<file path="config.mk">
export PLATFORM = sky130hd
export DESIGN_NAME = regfile_dump_uart
export DESIGN_NICKNAME = d
export VERILOG_FILES = /design/src/rtl/dbg_pkg.sv /design/src/rtl/uart_tx_byte.sv /design/src/rtl/regfile_dump_uart.sv
export SDC_FILE = /design/constraint.sdc
export NUM_CORES = 1
export LEC_CHECK = 0
export CORE_MARGIN = 2
export CORE_UTILIZATION = 35
export DETAILED_ROUTE_END_ITERATION = 6
export HOLD_SLACK_MARGIN = 0.12
export PLACE_DENSITY_LB_ADDON = 0.12
export SYNTH_ARGS = -nofsm -noshare
export SYNTH_HDL_FRONTEND = slang
export SYNTH_HIERARCHICAL = 1
export SYNTH_SLANG_ARGS = --single-unit
</file>
<file path="constraint.sdc">
create_clock -name clk -period 5.3 [get_ports clk]
set_input_delay 1.06 -clock clk [delete_from_list [all_inputs] [get_ports clk]]
set_output_delay 1.06 -clock clk [all_outputs]
set_load 0.01 [all_outputs]
</file>
<file path="src/rtl/dbg_pkg.sv">
// Shared definitions for the register-file debug dump: UART frame shape,
// sync byte default, dump FSM states and a byte picker for 32-bit words.
package dbg_pkg;

  localparam int DATA_BITS  = 8;
  localparam int STOP_BITS  = 1;
  localparam int FRAME_BITS = 1 + DATA_BITS + STOP_BITS;

  localparam logic [7:0] HEADER_BYTE_DEFAULT = 8'hA5;

  typedef enum logic [2:0] {
    IDLE,
    HDR,
    SEL,
    CAP,
    SEND,
    NEXT,
    FIN
  } dump_state_e;

  // sel 0 picks the most significant byte so words go out big-endian.
  function automatic logic [7:0] word_byte(input logic [31:0] w, input logic [1:0] sel);
    case (sel)
      2'd0:    return w[31:24];
      2'd1:    return w[23:16];
      2'd2:    return w[15:8];
      default: return w[7:0];
    endcase
  endfunction

endpackage

</file>
<file path="src/rtl/uart_tx_byte.sv">
// 8N1 byte serializer. valid/ready: a byte is taken on any rising edge where
// valid && ready; ready is high only while the line idles between frames.
module uart_tx_byte
  import dbg_pkg::*;
#(
  parameter int CLKS_PER_BIT = 434
) (
  input  logic       clk,
  input  logic       rst_n,
  input  logic [7:0] data,
  input  logic       valid,
  output logic       ready,
  output logic       tx
);

  localparam int CW = (CLKS_PER_BIT > 2) ? $clog2(CLKS_PER_BIT) : 1;
  localparam int BW = $clog2(FRAME_BITS);
  localparam logic [CW-1:0] BAUD_LAST = CW'(CLKS_PER_BIT - 1);
  localparam logic [BW-1:0] BIT_LAST  = BW'(FRAME_BITS - 1);

  logic                  active_q, active_d;
  logic [CW-1:0]         baud_q, baud_d;
  logic [BW-1:0]         bit_q, bit_d;
  logic [FRAME_BITS-1:0] shift_q, shift_d;
  logic                  tx_q, tx_d;

  always_ff @(posedge clk or negedge rst_n) begin
    if (!rst_n) begin
      active_q <= 1'b0;
      baud_q   <= '0;
      bit_q    <= '0;
      shift_q  <= '1;
      tx_q     <= 1'b1;
    end else begin
      active_q <= active_d;
      baud_q   <= baud_d;
      bit_q    <= bit_d;
      shift_q  <= shift_d;
      tx_q     <= tx_d;
    end
  end

  always_comb begin
    active_d = active_q;
    baud_d   = baud_q;
    bit_d    = bit_q;
    shift_d  = shift_q;
    ready    = !active_q;
    if (!active_q) begin
      if (valid) begin
        active_d = 1'b1;
        baud_d   = '0;
        bit_d    = '0;
        shift_d  = {{STOP_BITS{1'b1}}, data, 1'b0};
      end
    end else if (baud_q == BAUD_LAST) begin
      baud_d = '0;
      if (bit_q == BIT_LAST) begin
        active_d = 1'b0;
      end else begin
        bit_d   = bit_q + 1'b1;
        shift_d = {1'b1, shift_q[FRAME_BITS-1:1]};
      end
    end else begin
      baud_d = baud_q + 1'b1;
    end
    // Registered line: tx_q always equals what the next-cycle frame state implies.
    tx_d = active_d ? shift_d[0] : 1'b1;
  end

  assign tx = tx_q;

endmodule

</file>
<file path="src/rtl/regfile_dump_uart.sv">
// Walks the register file through a spare read port, snapshots each word and
// streams header + all words MSB byte first over UART 8N1 with 1-clk gaps.
module regfile_dump_uart
  import dbg_pkg::*;
#(
  parameter int         CLKS_PER_BIT = 434,
  parameter int         NUM_REGS     = 32,
  parameter logic [7:0] HEADER_BYTE  = HEADER_BYTE_DEFAULT
) (
  input  logic        clk,
  input  logic        rst_n,
  input  logic        start,
  output logic [4:0]  reg_select,
  input  logic [31:0] reg_data,
  output logic        tx,
  output logic        busy,
  output logic        done,
  output dump_state_e dbg_state
);

  localparam logic [4:0] LAST_IDX = 5'(NUM_REGS - 1);

  dump_state_e state_q, state_d;
  logic [4:0]  idx_q, idx_d;
  logic [1:0]  byte_q, byte_d;
  logic [31:0] shadow_q, shadow_d;

  logic        tx_valid;
  logic        tx_ready;
  logic [7:0]  tx_data;

  uart_tx_byte #(
    .CLKS_PER_BIT(CLKS_PER_BIT)
  ) u_tx (
    .clk  (clk),
    .rst_n(rst_n),
    .data (tx_data),
    .valid(tx_valid),
    .ready(tx_ready),
    .tx   (tx)
  );

  always_ff @(posedge clk or negedge rst_n) begin
    if (!rst_n) begin
      state_q  <= IDLE;
      idx_q    <= '0;
      byte_q   <= '0;
      shadow_q <= '0;
    end else begin
      state_q  <= state_d;
      idx_q    <= idx_d;
      byte_q   <= byte_d;
      shadow_q <= shadow_d;
    end
  end

  always_comb begin
    state_d  = state_q;
    idx_d    = idx_q;
    byte_d   = byte_q;
    shadow_d = shadow_q;
    tx_valid = 1'b0;
    tx_data  = 8'h00;
    done     = 1'b0;
    case (state_q)
      IDLE: begin
        if (start) state_d = HDR;
      end
      HDR: begin
        if (tx_ready) begin
          tx_valid = 1'b1;
          tx_data  = HEADER_BYTE;
          idx_d    = '0;
          state_d  = SEL;
        end
      end
      SEL: begin
        state_d = CAP;
      end
      CAP: begin
        // reg_select has been held on idx_q since SEL, so reg_data is settled.
        shadow_d = reg_data;
        byte_d   = '0;
        state_d  = SEND;
      end
      SEND: begin
        if (tx_ready) begin
          tx_valid = 1'b1;
          tx_data  = word_byte(shadow_q, byte_q);
          if (byte_q == 2'd3) state_d = NEXT;
          else                byte_d  = byte_q + 2'd1;
        end
      end
      NEXT: begin
        if (idx_q == LAST_IDX) begin
          state_d = FIN;
        end else begin
          idx_d   = idx_q + 5'd1;
          state_d = SEL;
        end
      end
      FIN: begin
        // Wait out the last byte's stop bit before announcing completion.
        if (tx_ready) begin
          done    = 1'b1;
          idx_d   = '0;
          state_d = IDLE;
        end
      end
      default: begin
        state_d = IDLE;
      end
    endcase
  end

  assign reg_select = idx_q;
  assign busy       = (state_q != IDLE) && !done;
  assign dbg_state  = state_q;

endmodule

</file>
==> flow_summary.yaml, run 1 <==
pwr:
  p_total_w: 0.00107
  cellPowerDensity_mw_per_mm2: 251
  p_leak_nw: 1.89
  vdd_drop_max_v: 0.000132
die:
  initial_core_util_pct: 36.1
  row_count: 36
  io_pins: 46
  die_h_um: 104
  fp.coreArea_mm2: 0.00977
  dieArea_mm2: 0.0109
  fp.dieW_um: 104
synth:
  syn_area_per_cell_um2: 11.7
  ys.warnings.count: 6
  yosysSeqAreaShare_pct: 47.9
  synth_flop_cell: "dfrtp_1"
  netlist_area_mm2: 0.00353
  synth_cells: 302
  synthArstFlopShare_pct: 100
  synth_cell_type_count: 56
  syn_nets: 347
  synth-edff-count: 0
  ys_ff_latch: 67
finish:
  final_util_pct: 43.6
  layout_commonest_cell: "dfrtp_1"
  final_cell_mix: "dfrtp_1, clkdlybuf4s50_1, nand2_1"
  syn_to_final_growth_pct: 20.7
  antenna_cells: 0
  fillers: 959
  nNetsFinal: 386
  post_route_cells_drive_above_1_share_pct: 21.4
global_route:
  grt_start_max_net_pins: 41
  grt_first_pass_wirelength_um: 12300
  antenna_found_initial: 0
  grt_pass1_vias: 2458
  track_usage_pct: 14.0
  overflow: 0
setup_path:
  crit_start: "u_tx/active_q"
  critPathKind: "flop to output port"
  crit_path_end: "busy"
  required_ns: 4.24
  r2r_end: "u_tx/bit_q[0]"
  arrival_ns: 2.15
  ff2ff_path_depth: 7
  r2r-start: "u_tx/active_q"
  crit_path_end_kind: "output port"
  rrSetupSlack_ns: 2.40
  cp-start-kind: "flop"
  cp_max_fo: 17
clock_tree:
  cts_tree: "done"
  numCtsBuffers: 9
  htreeDepth: 3
  clk_pin_slew_ns: 0.07
  clock_path_buffers: 2
  cts_root_buf: "clkbuf_8"
  clock-sinks: 67
  cts_setup_buffers: 0
  cts_hold_buf: 0
  insertion_delay_ns: 0.34
  ctsResizeCount: 0
placement:
  dpl_worst_slack_ns: 2.42
  io_buffers: 45
  hpwl_um: 4830
  place_congestion: 0.746
sta:
  drv_slew: 0
  rsz0062_at_grt: "false"
  setup_ws_ns: 2.09
  finalSetupViolations: 0
  worst_pin_slew_ns: 1.01
  final_hold_viol_count: 0
  fin_setup_tns_ns: 0
  period_needed_ns: 3.21
  clock_skew_ns: 0.00780
  finalCritPeriodShare_pct: 60.5
  fmaxAchievable_mhz: 312
  slew_headroom_pct: 32.4
route:
  viasPerCell: 5.02
  drt-total-wl_um: 7120
  drc_errors: 0
  first_pass_iters: 5
  drt_iter0_drc: 169
  drtAntennaViolNets: 0
  vias: 2406
  wl_per_cell_um: 14.9
min_path:
  holdCritPathClass: "flop to flop"
run_status:
  status: "finished, final reports clean"
run:
  cap_violations: 0
-- registers in the layout, summed over array words and instances, names as in the netlist --
name,flops
u_tx/baud_q,9
u_tx/tx,1
u_tx/active_q,1
u_tx/bit_q,4
reg_select,5
shadow_q,32
u_tx/shift_q,10
byte_q,2
dbg_state,3
-- power by group --
group          internal (W)  switching (W)  total (W)
logic             0.0000402      0.0000204  0.0000605
registers          0.000524     0.00000739   0.000531
clock network      0.000277       0.000199   0.000477
total              0.000841       0.000227    0.00107
-- through the flow --
| stage | std cells | instance area, um2 | hold WS [ns] |
|---|---|---|---|
| floorplan | 302 | 3530 | 0.454 |
| global placement | 463 | 4030 | 0.464 |
| detailed placement | 463 | 4030 | 0.467 |
| CTS | 479 | 4260 | 0.478 |
| global route | 479 | 4260 | 0.514 |
| finish | 479 | 4260 | 0.478 |
-- critical path: stages (launching register included) --
cell and delay (ns):
dfrtp_1 0.45, inv_1 0.43, nand2_1 0.13, a211o_1 0.31, clkdlybuf4s50_1 0.48
-- synthesized netlist by cell type (all sizes together), types with 2 or more instances --
cell type	count	area [um2]
a21oi	10	50.1
nor3b	2	15.0
a22o	4	35.0
buf	14	100
dfrtp	56	1400
o21ai	22	114
nor2b	4	25.0
and2	2	12.5
dfstp	11	289
a31oi	3	33.8
nor2	19	71.3
ha	10	125
and3	2	12.5
nand3b	2	27.5
o211ai	3	22.5
nand2	32	120
nand4	2	12.5
clkbuf	4	15.0
a22oi	8	60.1
a211o	2	17.5
nand3	5	25.0
o21bai	2	15.0
mux2	33	480
or3	5	31.3
or2	2	12.5
o22ai	3	18.8
nor4	3	33.8
a222oi	8	80.1
nor4b	2	30.0
mux2i	3	30.0
inv	6	22.5
a21o	4	30.0
-- worst min path at each step --
| stage | startpoint | end | slack (ns) | depth (start not counted) |
|---|---|---|---|---|
| after global placement | u_tx/shift_q[7] | u_tx/shift_q[7] | 0.46 | 2 |
| after global routing | u_tx/shift_q[2] | u_tx/shift_q[2] | 0.51 | 2 |
| after detailed placement | u_tx/shift_q[2] | u_tx/shift_q[2] | 0.47 | 2 |
| final | u_tx/shift_q[2] | u_tx/shift_q[2] | 0.48 | 2 |
| after CTS | u_tx/shift_q[2] | u_tx/shift_q[2] | 0.48 | 2 |
| after floorplan | u_tx/shift_q[2] | u_tx/shift_q[2] | 0.45 | 2 |
-- cell type report --
class / count / area [um2] / area share, %
clock buffers: 10 / 138 / 3.23
clock inverters: 6 / 88.8 / 2.09
inverters: 6 / 22.5 / 0.529
multi-input cells: 211 / 1700 / 39.9
flip-flops and latches: 67 / 1690 / 39.7
well taps: 133 / 166 / 3.91
repair buffers: 46 / 453 / 10.6
-- routing by layer --
metal | GRT usage, % | routed length [um]
met5 | 0 | 0
met1 | 18.8 | 3500
met3 | 4.14 | 265
met4 | 3.76 | 63
met2 | 21.9 | 3290
-- cell families after synthesis --
logic type / Yosys count / share of synthesized area [%]
simple gates: 90 / 15.2
compound gates: 73 / 14.5
flops: 67 / 47.9
mux: 36 / 14.5
buf+inv: 24 / 3.90
fa+ha+maj: 10 / 3.55
xor+xnor: 2 / 0.497
No activity file was read; power rests on OpenSTA's default activity.
==> inputs of run 2 (changes only) <==
Clock period 5.3 ns to 2.7 ns, I/O delays scaled along.
==> run 2 against run 1 <==
Net effect: critical path depth fell by 1; first-iteration DRC count fell by 22%; design area rose by 0.62%; power rose by 89%; clock skew fell by 0.0027 ns; die area did not move; sequential share of layout area fell by 0.24 points; sequential cell count did not move; hold slack got worse by 0.27 ns; clock-buffer cell count fell by 1.
==> flow_summary.yaml, run 2 (synthesis gave the netlist of run 1 again) <==
min_path:
  holdCritPathClass: "input pin to asynchronous set/reset pin"
pwr:
  cellPowerDensity_mw_per_mm2: 470
  p_total_w: 0.00202
  vdd_drop_max_v: 0.000215
  p_leak_nw: 1.91
setup_path:
  cp_max_fo: 15
  required_ns: 2.16
  crit_start: "dbg_state[1]"
  r2r-start: "u_tx/active_q"
  arrival_ns: 1.89
  cp-start-kind: "flop"
  critPathKind: "flop to output port"
  crit_path_end_kind: "output port"
clock_tree:
  cts_setup_buffers: 0
  clk_pin_slew_ns: 0.08
  cts_root_buf: "clkbuf_8"
  ctsResizeCount: 0
  cts_hold_buf: 0
  clock-sinks: 67
  htreeDepth: 3
  insertion_delay_ns: 0.34
  cts_tree: "done"
  clock_path_buffers: 2
  numCtsBuffers: 9
finish:
  final_util_pct: 43.8
  register_area_mm2: 0.00169
  largest_reg_flops: 32
  multi_input_area_mm2: 0.00170
  top_register: "shadow_q"
  antenna_cells: 0
  syn_to_final_growth_pct: 21.5
  fillers: 935
  nNetsFinal: 393
  final_cell_mix: "dfrtp_1, clkdlybuf4s50_1, nand2_1"
  reg_top3: "shadow_q: 32 flops, u_tx/shift_q: 10 flops, u_tx/baud_q: 9 flops"
  layout_commonest_cell: "dfrtp_1"
  post_route_cells_drive_above_1_share_pct: 22.9
global_route:
  grt_first_pass_wirelength_um: 12800
  track_usage_pct: 14.6
  grt_pass1_vias: 2611
  antenna_found_initial: 0
  overflow: 0
  grt_start_max_net_pins: 36
sta:
  finalCritPeriodShare_pct: 90.1
  period_needed_ns: 2.43
  rsz0062_at_grt: "false"
  worst_pin_slew_ns: 0.721
  final_hold_viol_count: 0
  clock_skew_ns: 0.00513
  fmaxAchievable_mhz: 411
  drv_slew: 0
  finalSetupViolations: 0
  slew_headroom_pct: 51.9
  fin_setup_tns_ns: 0
route:
  vias: 2481
  drtAntennaViolNets: 0
  first_pass_iters: 5
  drt_iter0_drc: 131
  drc_errors: 0
  viasPerCell: 5.10
  wl_per_cell_um: 15.2
  drt-total-wl_um: 7410
die:
  io_pins: 46
  fp.dieW_um: 104
  dieArea_mm2: 0.0109
  row_count: 36
  die_h_um: 104
  initial_core_util_pct: 36.1
  fp.coreArea_mm2: 0.00977
placement:
  hpwl_um: 5180
  place_congestion: 0.721
  io_buffers: 45
run_status:
  status: "finished, final reports clean"
run:
  cap_violations: 0
==> run 2: cell types whose count changed in the layout (fill, tap and decap cells not counted), sizes merged <==
cell,change
inv,+2
bufinv,-1
buf,+7
clkbuf,-1
==> run 2: cell type report <==
| type | instances | area share, % |
|---|---|---|
| inverters | 6 | 0.526 |
| clock inverters | 7 | 1.78 |
| multi-input cells | 211 | 39.7 |
| well taps | 133 | 3.88 |
| clock buffers | 9 | 2.89 |
| repair buffers | 53 | 11.8 |
| flip-flops and latches | 67 | 39.5 |
==> run 2: worst max-delay path, stage by stage, from the launching register on <==
cell,delay [ns]
dfrtp_1,0.64
nor2b_1,0.13
a211o_1,0.30
clkdlybuf4s50_1,0.48
==> run 2: stage by stage <==
stage               instances  setup WS (ns)  hold slack (ns)  area [um2]
finish                    486          0.267            0.212        4280
global route              486          0.140            0.248        4280
CTS                       486          0.232            0.230        4280
detailed placement        470          0.554            0.472        4080
global placement          470          0.615            0.466        4080
floorplan                 302          0.666            0.244        3530
==> run 2: layer usage <==
| layer | global-route usage [%] | wire [um] |
|---|---|---|
| met4 | 5.12 | 110 |
| met2 | 23.2 | 3510 |
| met5 | 0 | 0 |
| met1 | 19.5 | 3560 |
| met3 | 3.51 | 226 |
==> run 2: worst paths after layout <==
path                              endpoint  slack, ns  cells past startpoint
min in group clk           u_tx/shift_q[3]       0.48                      2
max                                   busy       0.27                      3
max reg2reg                u_tx/shift_q[4]       0.50                      8
min reg2reg                u_tx/shift_q[3]       0.48                      2
min                          u_tx/bit_q[2]       0.21                      1
max in group asynchronous     shadow_q[16]       1.83                      2
==> run 2: power breakdown <==
group / switching [W] / internal (W) / leakage, nW / total, W
registers: 0.0000152 / 0.00103 / 0.803 / 0.00104
logic: 0.0000398 / 0.0000807 / 1.02 / 0.000120
clock network: 0.000419 / 0.000432 / 0.0962 / 0.000852
total: 0.000474 / 0.00154 / 1.91 / 0.00202
==> inputs of run 3 (changes only) <==
Settings changed: REMOVE_ABC_BUFFERS set to 1.
==> run 3 against run 2 <==
Net effect: worst setup slack worse by 0.015 ns; critical path depth is 1 lower; clock skew rose by 0.0037 ns; sequential share of layout area about the same; sequential cell count unchanged; cell count fell by 0.41%; core utilization fell by 0.051 points; maximum frequency is 0.59% lower; clock power increased by 0.5%; clock-buffer cell count grew 5; combinational power hardly changed.
==> flow_summary.yaml, run 3 (synthesis gave the netlist of run 1 again) <==
run_status:
  status: "finished, final reports clean"
global_route:
  grt_first_pass_wirelength_um: 12300
  antenna_found_initial: 0
  grt_pass1_vias: 2448
  grt_start_max_net_pins: 68
  overflow: 0
  track_usage_pct: 14.2
finish:
  antenna_cells: 0
  largest_reg_flops: 32
  final_cell_mix: "dfrtp_1, clkdlybuf4s50_1, nand2_1"
  nNetsFinal: 391
  layout_commonest_cell: "dfrtp_1"
  syn_to_final_growth_pct: 21.3
  post_route_cells_drive_above_1_share_pct: 21.7
  register_area_mm2: 0.00169
  top_register: "shadow_q"
  final_util_pct: 43.8
  reg_top3: "shadow_q: 32 flops, u_tx/shift_q: 10 flops, u_tx/baud_q: 9 flops"
  multi_input_area_mm2: 0.00170
  fillers: 965
clock_tree:
  cts_hold_buf: 0
  insertion_delay_ns: 0.35
  cts_root_buf: "clkbuf_8"
  clock-sinks: 67
  numCtsBuffers: 9
  cts_setup_buffers: 0
  clock_path_buffers: 2
  ctsResizeCount: 0
  cts_tree: "done"
  clk_pin_slew_ns: 0.07
  htreeDepth: 3
route:
  viasPerCell: 5.06
  drt-total-wl_um: 7280
  first_pass_iters: 4
  drt_iter0_drc: 128
  drtAntennaViolNets: 0
  vias: 2447
  drc_errors: 0
  wl_per_cell_um: 15.0
setup_path:
  required_ns: 2.16
  r2r-start: "dbg_state[2]"
  critPathKind: "flop to output port"
  cp_max_fo: 15
  arrival_ns: 1.91
  cp-start-kind: "flop"
  crit_start: "dbg_state[1]"
  crit_path_end_kind: "output port"
run:
  cap_violations: 0
die:
  fp.coreArea_mm2: 0.00977
  initial_core_util_pct: 36.1
  row_count: 36
  die_h_um: 104
  io_pins: 46
  fp.dieW_um: 104
  dieArea_mm2: 0.0109
sta:
  drv_slew: 0
  worst_pin_slew_ns: 0.751
  rsz0062_at_grt: "false"
  period_needed_ns: 2.45
  finalCritPeriodShare_pct: 90.7
  fmaxAchievable_mhz: 409
  clock_skew_ns: 0.00885
  slew_headroom_pct: 49.9
  final_hold_viol_count: 0
  fin_setup_tns_ns: 0
  finalSetupViolations: 0
min_path:
  holdCritPathClass: "input pin to asynchronous set/reset pin"
placement:
  hpwl_um: 4710
  place_congestion: 0.769
  io_buffers: 45
pwr:
  vdd_drop_max_v: 0.000273
  cellPowerDensity_mw_per_mm2: 472
  p_leak_nw: 1.91
run 3: changes by cell type in the layout (fill, tap and decap cells not counted), sizes merged:
cell and delta:
clkinvlp -2, inv -2, clkbuf +5, buf -2, clkinv -1
run 3: critical path: stages, from the launching register on:
cell and delay (ns):
dfrtp_1 0.64, and4b_1 0.34, clkdlybuf4s50_1 0.57
run 3: worst paths after layout:
path	to	slack [ns]	cells after the start
min in group clk	u_tx/shift_q[8]	0.48	2
min reg2reg	u_tx/shift_q[8]	0.48	2
min	shadow_q[14]	0.20	2
max	done	0.25	2
max in group asynchronous	u_tx/tx	2.18	2
max reg2reg	u_tx/bit_q[0]	0.64	6
run 3: through the flow:
stage                     hold slack [ns]  cell area (um2)  instances  setup WS (ns)  power [W]
after CTS                           0.198             4280        484          0.234    0.00206
after global routing                0.204             4280        484          0.167    0.00211
after detailed placement            0.475             4080        468          0.648    0.00118
final                               0.196             4280        484          0.252    0.00202
after global placement              0.465             4080        468          0.652    0.00118
after floorplan                     0.244             3410        284          0.361    0.00110
run 3: layout make-up:
class	count	share of cell area [%]
inverters	6	0.526
repair buffers	51	11.8
flip-flops and latches	67	39.5
clock buffers	14	3.80
clock inverters	2	0.819
well taps	133	3.89
multi-input cells	211	39.7
run 3: where the power goes:
group	switching [W]	total, W	internal, W
Clock	0.000379	0.000856	0.000477
Sequential	0.0000141	0.00104	0.00103
Combinational	0.0000395	0.000121	0.0000810
run 3: layer usage:
metal | track usage [%] | vias to the layer above | share of wire [%]
met5 | 0 | - | 0
met3 | 4.95 | 9 | 4.0
met1 | 19.8 | 1199 | 51
met2 | 19.7 | 44 | 44
li1 | - | 1195 | -
met4 | 6.18 | 0 | 1.0
